[src/rtl/apb_master_mux.sv]
// apb_master_mux: APB requester with a valid/ready command port and an
// address decoder driving NUM_SLV one-hot slave selects. Each command runs
// the APB SETUP/ACCESS sequence and returns a coded response
// (00 OK, 01 SLVERR, 10 timeout, 11 decode error).
// Optional feature: define APB_TIMEOUT_EN to abort an ACCESS phase after
// TIMEOUT consecutive cycles with ready low; without it ACCESS waits forever.
module apb_master_mux #(
  parameter int ADDR_W  = 8,
  parameter int DATA_W  = 32,
  parameter int NUM_SLV = 4,
  parameter int SLV_AW  = 5,
  parameter int TIMEOUT = 20,
  parameter int TO_W    = 8
) (
  input  logic                      apb_clk,
  input  logic                      apb_reset,
  input  logic                      cmd_valid,
  output logic                      cmd_ready,
  input  logic [ADDR_W-1:0]         cmd_addr,
  input  logic                      cmd_write,
  input  logic [DATA_W-1:0]         cmd_wdata,
  output logic                      rsp_valid,
  output logic [1:0]                rsp_err,
  output logic [DATA_W-1:0]         rsp_rdata,
  output logic [ADDR_W-1:0]         apb_addr,
  output logic                      apb_write,
  output logic [DATA_W-1:0]         apb_wdata,
  output logic [NUM_SLV-1:0]        apb_selx,
  output logic                      apb_en,
  input  logic [NUM_SLV*DATA_W-1:0] apb_rdata,
  input  logic [NUM_SLV-1:0]        apb_ready,
  input  logic [NUM_SLV-1:0]        apb_slverr
);

  localparam int IDX_W = ADDR_W - SLV_AW;

  localparam logic [1:0] RSP_OK      = 2'b00;
  localparam logic [1:0] RSP_SLVERR  = 2'b01;
  localparam logic [1:0] RSP_TIMEOUT = 2'b10;
  localparam logic [1:0] RSP_DECERR  = 2'b11;

  typedef enum logic [1:0] {S_IDLE, S_SETUP, S_ACCESS, S_RESP} state_e;

  state_e              state_q, state_d;
  logic                cmd_ready_q, cmd_ready_d;
  logic                rsp_valid_q, rsp_valid_d;
  logic [1:0]          rsp_err_q, rsp_err_d;
  logic [DATA_W-1:0]   rsp_rdata_q, rsp_rdata_d;
  logic [ADDR_W-1:0]   addr_q, addr_d;
  logic                write_q, write_d;
  logic [DATA_W-1:0]   wdata_q, wdata_d;
  logic [NUM_SLV-1:0]  selx_q, selx_d;
  logic                en_q, en_d;
`ifdef APB_TIMEOUT_EN
  logic [TO_W-1:0]     cnt_q, cnt_d;
`endif

  logic [IDX_W-1:0]    cmd_idx;
  logic [NUM_SLV-1:0]  dec_oh;
  logic                ready_mux;
  logic                slverr_mux;
  logic [DATA_W-1:0]   rdata_mux;

  assign cmd_idx = cmd_addr[ADDR_W-1:SLV_AW];

  // Decode the command's region index into a one-hot select; all zero means
  // the address falls outside the populated slaves.
  always_comb begin
    dec_oh = '0;
    for (int i = 0; i < NUM_SLV; i++) begin
      if (cmd_idx == IDX_W'(i)) dec_oh[i] = 1'b1;
    end
  end

  // Return-path mux: the registered select gates out every other slave.
  always_comb begin
    ready_mux  = |(apb_ready & selx_q);
    slverr_mux = |(apb_slverr & selx_q);
    rdata_mux  = '0;
    for (int i = 0; i < NUM_SLV; i++) begin
      rdata_mux = rdata_mux | (apb_rdata[i*DATA_W +: DATA_W] & {DATA_W{selx_q[i]}});
    end
  end

  // Next-state logic; every output register's next value is computed here
  // so all outputs come straight from flops.
  always_comb begin
    // NOTE: every target gets a default before the case so no path leaves a
    // signal unassigned, which would otherwise infer a latch.
    state_d     = state_q;
    cmd_ready_d = 1'b0;
    rsp_valid_d = 1'b0;
    rsp_err_d   = rsp_err_q;
    rsp_rdata_d = rsp_rdata_q;
    addr_d      = addr_q;
    write_d     = write_q;
    wdata_d     = wdata_q;
    selx_d      = selx_q;
    en_d        = en_q;
`ifdef APB_TIMEOUT_EN
    cnt_d       = cnt_q;
`endif
    unique case (state_q)
      S_IDLE: begin
        cmd_ready_d = 1'b1;
        if (cmd_valid && cmd_ready_q) begin
          cmd_ready_d = 1'b0;
          addr_d      = cmd_addr;
          write_d     = cmd_write;
          wdata_d     = cmd_write ? cmd_wdata : '0;
          if (|dec_oh) begin
            state_d = S_SETUP;
            selx_d  = dec_oh;
`ifdef APB_TIMEOUT_EN
            cnt_d   = '0;
`endif
          end else begin
            state_d     = S_RESP;
            rsp_valid_d = 1'b1;
            rsp_err_d   = RSP_DECERR;
            rsp_rdata_d = '0;
          end
        end
      end
      S_SETUP: begin
        state_d = S_ACCESS;
        en_d    = 1'b1;
      end
      S_ACCESS: begin
        if (ready_mux) begin
          state_d     = S_RESP;
          selx_d      = '0;
          en_d        = 1'b0;
          rsp_valid_d = 1'b1;
          rsp_err_d   = slverr_mux ? RSP_SLVERR : RSP_OK;
          rsp_rdata_d = (!write_q && !slverr_mux) ? rdata_mux : '0;
        end
`ifdef APB_TIMEOUT_EN
        else if (cnt_q == TO_W'(TIMEOUT - 1)) begin
          state_d     = S_RESP;
          selx_d      = '0;
          en_d        = 1'b0;
          rsp_valid_d = 1'b1;
          rsp_err_d   = RSP_TIMEOUT;
          rsp_rdata_d = '0;
        end else begin
          cnt_d = cnt_q + 1'b1;
        end
`endif
      end
      S_RESP: begin
        state_d     = S_IDLE;
        cmd_ready_d = 1'b1;
      end
      default: begin
        state_d     = S_IDLE;
        cmd_ready_d = 1'b1;
        selx_d      = '0;
        en_d        = 1'b0;
      end
    endcase
  end

  // State and output registers with synchronous reset.
  always_ff @(posedge apb_clk) begin
    // NOTE: non-blocking assignments so every flop samples pre-edge values.
    if (apb_reset) begin
      state_q     <= S_IDLE;
      cmd_ready_q <= 1'b1;
      rsp_valid_q <= 1'b0;
      rsp_err_q   <= RSP_OK;
      rsp_rdata_q <= '0;
      addr_q      <= '0;
      write_q     <= 1'b0;
      wdata_q     <= '0;
      selx_q      <= '0;
      en_q        <= 1'b0;
`ifdef APB_TIMEOUT_EN
      cnt_q       <= '0;
`endif
    end else begin
      state_q     <= state_d;
      cmd_ready_q <= cmd_ready_d;
      rsp_valid_q <= rsp_valid_d;
      rsp_err_q   <= rsp_err_d;
      rsp_rdata_q <= rsp_rdata_d;
      addr_q      <= addr_d;
      write_q     <= write_d;
      wdata_q     <= wdata_d;
      selx_q      <= selx_d;
      en_q        <= en_d;
`ifdef APB_TIMEOUT_EN
      cnt_q       <= cnt_d;
`endif
    end
  end

  assign cmd_ready = cmd_ready_q;
  assign rsp_valid = rsp_valid_q;
  assign rsp_err   = rsp_err_q;
  assign rsp_rdata = rsp_rdata_q;
  assign apb_addr  = addr_q;
  assign apb_write = write_q;
  assign apb_wdata = wdata_q;
  assign apb_selx  = selx_q;
  assign apb_en    = en_q;

endmodule

[config.mk]
export PLATFORM = sky130hd
export DESIGN_NAME = apb_master_mux
export DESIGN_NICKNAME = d
export VERILOG_FILES = /design/src/rtl/apb_master_mux.sv
export SDC_FILE = /design/constraint.sdc
export NUM_CORES = 1
export LEC_CHECK = 0
export ABC_AREA = 1
export BUFFER_PORTS_ARGS = -buffer_cell sky130_fd_sc_hd__buf_2
export CORE_ASPECT_RATIO = 2
export CORE_MARGIN = 1.5
export CORE_UTILIZATION = 40
export CTS_BUF_LIST = sky130_fd_sc_hd__clkbuf_8 sky130_fd_sc_hd__clkbuf_16
export DETAILED_ROUTE_END_ITERATION = 10
export PLACE_DENSITY = 0.85
export SLEW_MARGIN = 20
export SYNTH_ARGS = -nofsm -noshare
export SYNTH_HDL_FRONTEND = slang
export SYNTH_SLANG_ARGS = --single-unit
[constraint.sdc]
create_clock -name apb_clk -period 2.2 [get_ports apb_clk]
set_input_delay 0.44 -clock apb_clk [delete_from_list [all_inputs] [get_ports apb_clk]]
set_output_delay 0.44 -clock apb_clk [all_outputs]
set_load 0.005 [all_outputs]
==> results by group, run 1 <==
Clock tree
  – Total CTS buffers: 9
  – Number of gates resized after cts: 0
  – Cell at the root of the clock tree: sky130_fd_sc_hd__clkbuf_16
  – Hold-fix buffer count after cts: 0
  – Max Root-Sink Buffers: 2
  – Number of sinks driven by the clock tree: 84
  – CTS tree: built
  – Number of H-tree branching levels: 3
  – Clock transition at the register clock pins on the worst setup and hold paths after CTS: 70 ps
  – Clock latency on the worst-skew pair: 340 ps
  – Post CTS Setup Buffer Count: 0

Critical path
  – Crit path max-delay cell type: sky130_fd_sc_hd__dfxtp_1
  – Critical Path Start Type: flip-flop
  – Type of the worst setup path: reg -> out
  – Crit path largest cell delay: 380 ps
  – Data required time at the worst endpoint: 1760 ps
  – CP arrival: 1300 ps
  – Kind of capture point of the worst setup path: output pin
  – Largest fanout of any net on the critical path: 34
  – Cell breakdown of the critical path: buf_4 > buf_2

Routing
  – Remaining design rule violation count: 0
  – Initial DRC Count: 163
  – Iteration count of the initial detailed-routing pass: 5
  – Vias post-DR: 5091
  – Final routed wire length divided by cell count: 12.3 um
  – Vias per cell: 4.67
  – Total length of routed wires: 13500 um
  – Number of nets with antenna violations after routing: 0

Cells and area
  – Summed area of non-filler cells in the final layout: 0.00600 mm^2
  – Count of non-filler cells in the finished layout: 1091
  – Area growth, synth to finish: 39.1%
  – Filler cell count: 1073
  – Layout cells sized above 1: 31.3%
  – Most frequent standard cell in the layout excluding fill and tap cells: sky130_fd_sc_hd__nand2_1
  – Antenna fix cells: 0
  – Commonest cells after routing, fill and taps aside: sky130_fd_sc_hd__nand2_1, sky130_fd_sc_hd__buf_2, sky130_fd_sc_hd__nor2_1
  – Post-layout nets: 1132

Placed design
  – Weighted congestion at the end of routability-driven global placement: 0.856
  – HPWL Detailed: 10200 um
  – Port Buffer Count: 261
  – Number of instances in the placed design: 1075
  – Cell area after placement: 0.00569 mm^2

STA
  – Maximum clock frequency: 575 MHz
  – Post-route minimum period: 1740 ps
  – Worst slew margin: 74.2%
  – Tcrit/Tclk final: 79.1%
  – Number of endpoints with negative hold slack in the final report: 0
  – Total negative setup slack: 0 ps
  – Endpoints failing setup: 0
  – Slew @ Worst Pin: 387 ps
  – Fin Clk Skew: 11.9 ps
  – RSZ-0062 raised after global routing: false
  – Min Hold Slack: 322 ps
  – Count of pins over their slew limit: 0

Synthesis
  – Compound-Gate Fraction of Synth Area: 9.73%
  – Ys Warns: 0
  – Synthesized Nets: 887
  – Dominant combinational cell family by area after synthesis: simple AND/OR/NAND/NOR gates
  – Synthesized cell area: 0.00431 mm^2
  – Adder-cell share of the synthesized area: 0.871%
  – Share of synthesized area occupied by flip-flops and latches: 39.0%
  – Gate count after technology mapping: 704
  – Post-synthesis share of cell area spent on xor and xnor gates: 0%
  – Mux cell area share after synthesis: 0%
  – Number of distinct standard cells referenced by the synthesized netlist: 22
  – Number of flip-flops and latches in the synthesized netlist: 84
  – Fraction of the mapped netlist area in simple logic gates: 40.2%
  – Synthesized area per cell: 6.12 um^2

Global route
  – Initial antenna violation count: 0
  – Via count of the first global-routing pass: 4858
  – Overall routing resource usage: 23.6%
  – Global-route wire length before repair: 21700 um
  – Global route overflow: 0
  – Maximum number of pins on one net before global-route repair: 64

Floorplan
  – # rows: 53
  – Die Span Y: 150 um
  – Die width: 76.4 um
  – Die Outline Area: 0.0114 mm^2
  – Starting Density: 41.1%
  – Count of boundary I/O pins: 262
  – Floorplan core area: 0.0105 mm^2

Hold path
  – Classification of the worst-slack hold path: in -> reg

Pwr
  – Static leakage power: 3.27 nW
  – Worst ir drop on vdd: 0.731 mV
  – Power density normalized to cell area: 1110 mW/mm^2

Flow run
  – Max-cap check violation count: 0

Outcome
  – Status: finished clean
## cells by family after synthesis
family,after synthesis
adder cells (fa/ha/maj),3
AO/OA/AOI/OAI,83
buffers and inverters,97
flip-flops,84
AND/OR/NAND/NOR,437
## cells in the mapped netlist (all sizes together)
cell type | instances | share of area [%]
nand2 | 273 | 24
nor2 | 122 | 11
dfxtp | 84 | 39
a21oi | 69 | 8.0
inv | 56 | 4.9
nand3 | 35 | 4.5
buf | 26 | 4.0
clkbuf | 15 | 1.3
o21ai | 14 | 1.7
nor3 | 6 | 0.81
ha | 3 | 0.87
or2 | 1 | 0.15
## critical path, delay by kind of cell (launching register included)
family	cells	cell delay, ps
buf+inv	2	570
flops	1	380
## per-layer routing
| layer | share of wire [%] | track usage (%) |
|---|---|---|
| met1 | 39 | 24.1 |
| met2 | 52 | 44.6 |
| met3 | 6.8 | 6.16 |
| met4 | 3.0 | 10.3 |
| met5 | 0 | 0 |
## sequential cells by signal, indices dropped and copies added, names as in the netlist, 2 cells and up
name	flops
apb_addr	8
rsp_err	2
rsp_rdata	32
state_q	2
apb_wdata	32
apb_selx	4
## power by group
| part | total [mW] | internal, mW | switching, mW | leakage (nW) |
|---|---|---|---|---|
| clock network | 1.54 | 0.899 | 0.644 | 0.150 |
| logic | 2.93 | 1.15 | 1.77 | 2.44 |
| registers | 2.19 | 1.96 | 0.224 | 0.687 |
| total | 6.65 | 4.01 | 2.64 | 3.27 |
## cell type report
cell class / count / area, um^2 / area share [%]
multi-input cells: 523 / 2190 / 36.5
clock inverters: 7 / 82.6 / 1.38
clock buffers: 9 / 225 / 3.76
well taps: 137 / 171 / 2.86
repair buffers: 275 / 1440 / 24.0
flip-flops and latches: 84 / 1680 / 28.0
inverters: 56 / 210 / 3.51
## stage by stage
stage | worst slack, ps | power (mW) | util [%]
2_1_floorplan | 680 | 4.15 | -
4_1_cts | 446 | 6.72 | 57.2
6_report | 460 | 6.65 | 57.2
5_1_grt | 265 | 7.22 | 57.2
3_5_place_dp | 509 | 5.14 | 54.3
3_3_place_gp | 530 | 5.08 | 54.3
## final timing paths
kind,startpoint,end,slack (ps),depth (start not counted)
max,apb_selx[3],apb_selx[3],460,2
min reg2reg,apb_wdata[5],apb_wdata[5],460,2
max reg2reg,state_q[0],rsp_rdata[20],460,8
min,cmd_addr[4],apb_addr[4],320,3
(Power assumes the default switching activity.)
==> run 2, diff against run 1 <==
--- a/config.mk
+++ b/config.mk
@@ -5,14 +5,14 @@
 export SDC_FILE = /design/constraint.sdc
 export NUM_CORES = 1
 export LEC_CHECK = 0
-export ABC_AREA = 1
+export ABC_AREA = 0
 export BUFFER_PORTS_ARGS = -buffer_cell sky130_fd_sc_hd__buf_2
 export CORE_ASPECT_RATIO = 2
 export CORE_MARGIN = 1.5
-export CORE_UTILIZATION = 40
+export CORE_UTILIZATION = 39
 export CTS_BUF_LIST = sky130_fd_sc_hd__clkbuf_8 sky130_fd_sc_hd__clkbuf_16
 export DETAILED_ROUTE_END_ITERATION = 10
-export PLACE_DENSITY = 0.85
+export PLACE_DENSITY = 0.88
 export SLEW_MARGIN = 20
 export SYNTH_ARGS = -nofsm -noshare
 export SYNTH_HDL_FRONTEND = slang
==> constraint.sdc (replaced) <==
create_clock -name apb_clk -period 1.4 [get_ports apb_clk]
set_input_delay 0.28 -clock apb_clk [delete_from_list [all_inputs] [get_ports apb_clk]]
set_output_delay 0.28 -clock apb_clk [all_outputs]
set_load 0.005 [all_outputs]
==> run 2 against run 1 <==
  * The flow now finishes with violations (negative setup slack)
  * Routed wire length increased by 16%
  * Global-route usage increased by 1.5 points
  * Cell count decreased by 16%
  * Critical path depth rose by 6
  * Register-to-register slack got worse by 600 ps
  * Flip-flop and latch count stayed put
  * Sequential power is 28% higher
  * Die area is 2.8% lower
  * Worst setup slack lost 600 ps
  * Clock-buffer cell count unchanged
  * Sequential share of layout area shrank 2.0 points
  * Largest cell class unchanged
  * Highest routed layer unchanged
==> results by group, run 2 <==
Synthesis
  – Synthesized Nets: 687 (was 887)
  – Number of flip-flops and latches in the synthesized netlist: 84 (unchanged)
  – Top-area cell type share of the netlist area: 41.2% (was 39.0%)
  – Post-synth EDFFs: 0 (unchanged)
  – FFs w/ async S/R, synth: 0% (unchanged)
  – Synthesized area per cell: 8.10 um^2 (was 6.12 um^2)
  – Predominant post-synthesis flop cell: sky130_fd_sc_hd__dfxtp_1 (unchanged)
  – Dominant cell type by area after synthesis: sky130_fd_sc_hd__dfxtp_1 (unchanged)
  – Dominant cell by count in the synthesized netlist: sky130_fd_sc_hd__nand2_1 (unchanged)
  – Number of distinct standard cells referenced by the synthesized netlist: 35 (was 22)
  – Gate count after technology mapping: 504 (was 704)
  – Leading cell types by total area after synthesis: sky130_fd_sc_hd__dfxtp_1, sky130_fd_sc_hd__a22oi_1, sky130_fd_sc_hd__nand2_1, sky130_fd_sc_hd__nand3_1, sky130_fd_sc_hd__a21oi_1 (was sky130_fd_sc_hd__dfxtp_1, sky130_fd_sc_hd__nand2_1, sky130_fd_sc_hd__nor2_1, sky130_fd_sc_hd__a21oi_1, sky130_fd_sc_hd__inv_1)
  – Share of synthesized area occupied by flip-flops and latches: 41.2% (was 39.0%)
  – List of most frequent post-synthesis cells: sky130_fd_sc_hd__nand2_1, sky130_fd_sc_hd__dfxtp_1, sky130_fd_sc_hd__a22oi_1 (was sky130_fd_sc_hd__nand2_1, sky130_fd_sc_hd__nor2_1, sky130_fd_sc_hd__dfxtp_1)
  – Synthesized cell area: 0.00408 mm^2 (was 0.00431 mm^2)
  – Ys Warns: 0 (unchanged)

STA
  – Worst setup slack after layout: -143 ps (was 460 ps)
  – Worst slew margin: 70.5% (was 74.2%)
  – Maximum clock frequency: 648 MHz
  – Number of endpoints with negative hold slack in the final report: 0 (unchanged)
  – Fin Clk Skew: 6.12 ps (was 11.9 ps)
  – Endpoints failing setup: 75 (was 0)
  – RSZ-0062 raised after global routing: true (was false)
  – Total negative setup slack: -6760 ps (was 0 ps)
  – Tcrit/Tclk final: 110%
  – Count of pins over their slew limit: 0 (unchanged)
  – Slew @ Worst Pin: 442 ps (was 387 ps)
  – Post-route minimum period: 1540 ps

Placed design
  – HPWL Detailed: 10000 um (was 10200 um)
  – Port Buffer Count: 261 (unchanged)
  – Weighted congestion at the end of routability-driven global placement: 0.807 (was 0.856)

Floorplan
  – Die Span Y: 148 um (was 150 um)
  – Die width: 75.3 um (was 76.4 um)
  – # rows: 52 (was 53)
  – Floorplan core area: 0.0101 mm^2 (was 0.0105 mm^2)
  – Starting Density: 40.2% (was 41.1%)
  – Count of boundary I/O pins: 262 (unchanged)
  – Die Outline Area: 0.0111 mm^2 (was 0.0114 mm^2)

Global route
  – Maximum number of pins on one net before global-route repair: 45 (was 64)
  – Global-route wire length before repair: 21600 um (was 21700 um)
  – Overall routing resource usage: 25.2% (was 23.6%)
  – Initial antenna violation count: 0 (unchanged)
  – Via count of the first global-routing pass: 4602 (was 4858)
  – Global route overflow: 0 (unchanged)

Cells and area
  – Most frequent standard cell in the layout excluding fill and tap cells: sky130_fd_sc_hd__buf_2 (was sky130_fd_sc_hd__nand2_1)
  – Layout cells sized above 1: 50.4% (was 31.3%)
  – Area growth, synth to finish: 60.0% (was 39.1%)
  – Commonest cells after routing, fill and taps aside: sky130_fd_sc_hd__buf_2, sky130_fd_sc_hd__nand2_1, sky130_fd_sc_hd__dfxtp_1 (was sky130_fd_sc_hd__nand2_1, sky130_fd_sc_hd__buf_2, sky130_fd_sc_hd__nor2_1)
  – Area of the multi-input gates: 0.00232 mm^2 (was 0.00219 mm^2)
  – Area occupied by registers: 0.00170 mm^2 (was 0.00168 mm^2)
  – Post-layout nets: 958 (was 1132)
  – Filler cell count: 835 (was 1073)

Clock tree
  – Cell at the root of the clock tree: sky130_fd_sc_hd__clkbuf_16 (unchanged)
  – Clock transition at the register clock pins on the worst setup and hold paths after CTS: 70 ps (about the same)
  – Total CTS buffers: 9 (unchanged)
  – Clock latency on the worst-skew pair: 340 ps (about the same)
  – Hold-fix buffer count after cts: 0 (unchanged)
  – Max Root-Sink Buffers: 2 (unchanged)
  – Number of H-tree branching levels: 3 (unchanged)
  – CTS tree: built (unchanged)
  – Number of sinks driven by the clock tree: 84 (unchanged)

Outcome
  – Failing checks: negative setup slack
  – Status: finished with violations (was finished clean)

Critical path
  – Crit path largest cell delay: 370 ps (was 380 ps)
  – Top Family by Delay on Critical Path: buffers and inverters (unchanged)
  – Crit path max-delay cell type: sky130_fd_sc_hd__dfxtp_4 (was sky130_fd_sc_hd__dfxtp_1)
  – Minimum setup slack among reg-to-reg paths: -140 ps (was 460 ps)
  – Largest fanout of any net on the critical path: 17 (was 34)
  – Cell breakdown of the critical path: inv_4 > ha_4 > nand4_1 > a32oi_4 > buf_4 > buf_16 > nand3_2 > o21ai_2 (was buf_4 > buf_2)
  – Kind of capture point of the worst setup path: flip-flop (was output pin)
  – CP arrival: 1810 ps (was 1300 ps)
  – Critical Path Start Type: flip-flop (unchanged)
  – Total buffers and inverters traversed by the critical path: 3 (was 2)
  – Data required time at the worst endpoint: 1670 ps (was 1760 ps)
  – Type of the worst setup path: reg -> reg (was reg -> out)

Pwr
  – Power density normalized to cell area: 1390 mW/mm^2 (was 1110 mW/mm^2)
  – Total power consumption of the routed design: 9.08 mW (was 6.65 mW)
  – Static leakage power: 3.00 nW (was 3.27 nW)
  – Worst ir drop on vdd: 1.11 mV (was 0.731 mV)

Flow run
  – Max-cap check violation count: 0 (unchanged)

Hold path
  – Classification of the worst-slack hold path: in -> reg (unchanged)

Routing
  – Vias post-DR: 4907 (was 5091)
  – Remaining design rule violation count: 0 (unchanged)
  – Final routed wire length divided by cell count: 17.1 um (was 12.3 um)
  – Vias per cell: 5.36 (was 4.67)
  – Initial DRC Count: 245 (was 163)
  – Iteration count of the initial detailed-routing pass: 4 (was 5)
  – Number of nets with antenna violations after routing: 0 (unchanged)
  – Total length of routed wires: 15600 um (was 13500 um)
## run 2: changes by cell type in the layout (fill, tap and decap cells not counted), sizes merged, moves of 6 or more
| cell | change |
|---|---|
| nand2 | -184 |
| nor2 | -118 |
| a22oi | +66 |
| inv | -53 |
| nand2b | +36 |
| nand3 | +33 |
| buf | +30 |
| a21oi | -22 |
| o21ai | +19 |
| clkbuf | +6 |
## run 2: path summary, 6_finish.rpt
kind               start       endpoint  cells past startpoint
min          cmd_addr[1]    apb_addr[1]                      3
max           state_q[1]  rsp_rdata[30]                      8
min reg2reg  apb_addr[3]    apb_addr[3]                      2
max reg2reg   state_q[1]  rsp_rdata[30]                      8
## run 2: worst reg2reg max path, cell delays in order, from the launching register on
cell	delay, ps
sky130_fd_sc_hd__dfxtp_4	370
sky130_fd_sc_hd__inv_4	60
sky130_fd_sc_hd__ha_4	130
sky130_fd_sc_hd__nand4_1	180
sky130_fd_sc_hd__a32oi_4	270
sky130_fd_sc_hd__buf_4	180
sky130_fd_sc_hd__buf_16	160
sky130_fd_sc_hd__nand3_2	80
sky130_fd_sc_hd__o21ai_2	60
## run 2: metrics by stage
step           setup WS [ps]  util (%)  area [um^2]  hold WS (ps)  std cells
2_1_floorplan           -113         -         4150           416        504
3_3_place_gp            -142      55.0         5580           435        875
3_5_place_dp            -165      55.0         5580           441        875
4_1_cts                 -155      60.2         6110           171        900
5_1_grt                 -216      64.3         6530           174        915
6_report                -143      64.3         6530           191        916
## run 2: per-layer routing
| layer | vias to the layer above | global-route usage (%) | part of all wire, % |
|---|---|---|---|
| met5 | - | 0 | 0 |
| met4 | 0 | 9.20 | 2.6 |
| met3 | 38 | 6.75 | 7.6 |
| met2 | 250 | 45.2 | 54 |
| met1 | 2290 | 26.9 | 36 |
| li1 | 2329 | - | - |
## run 2: cell type report
class	count	area share [%]
multi-input cells	366	35.5
inverters	3	0.249
diodes	1	0.0383
clock buffers	9	3.45
flip-flops and latches	84	26.0
well taps	135	2.59
clock inverters	7	1.15
repair buffers	311	31.0
## run 2: report_power, final
part,switching (mW),internal [mW]
logic,1.97,1.90
registers,0.171,2.63
clock network,1.02,1.39
total,3.16,5.92
## run 2: kinds of logic (layout without fill, tap and decap cells)
family / after synthesis / after routing / share of synthesized area (%)
AO/OA/AOI/OAI: 154 / 154 / 24.7
adder cells (fa/ha/maj): 3 / 3 / 0.920
buffers and inverters: 54 / 330 / 7.20
flip-flops: 84 / 84 / 41.2
multiplexers: 4 / 4 / 0.981
other: 0 / 1 / 0
AND/OR/NAND/NOR: 205 / 205 / 25.0
## run 2: repair_timing
item	4_1_cts	5_1_grt
setup buffers	5	10
cloned	4	6
gates resized for setup	32	48
pin swaps	10	27
endpoints found under the setup margin	55	85
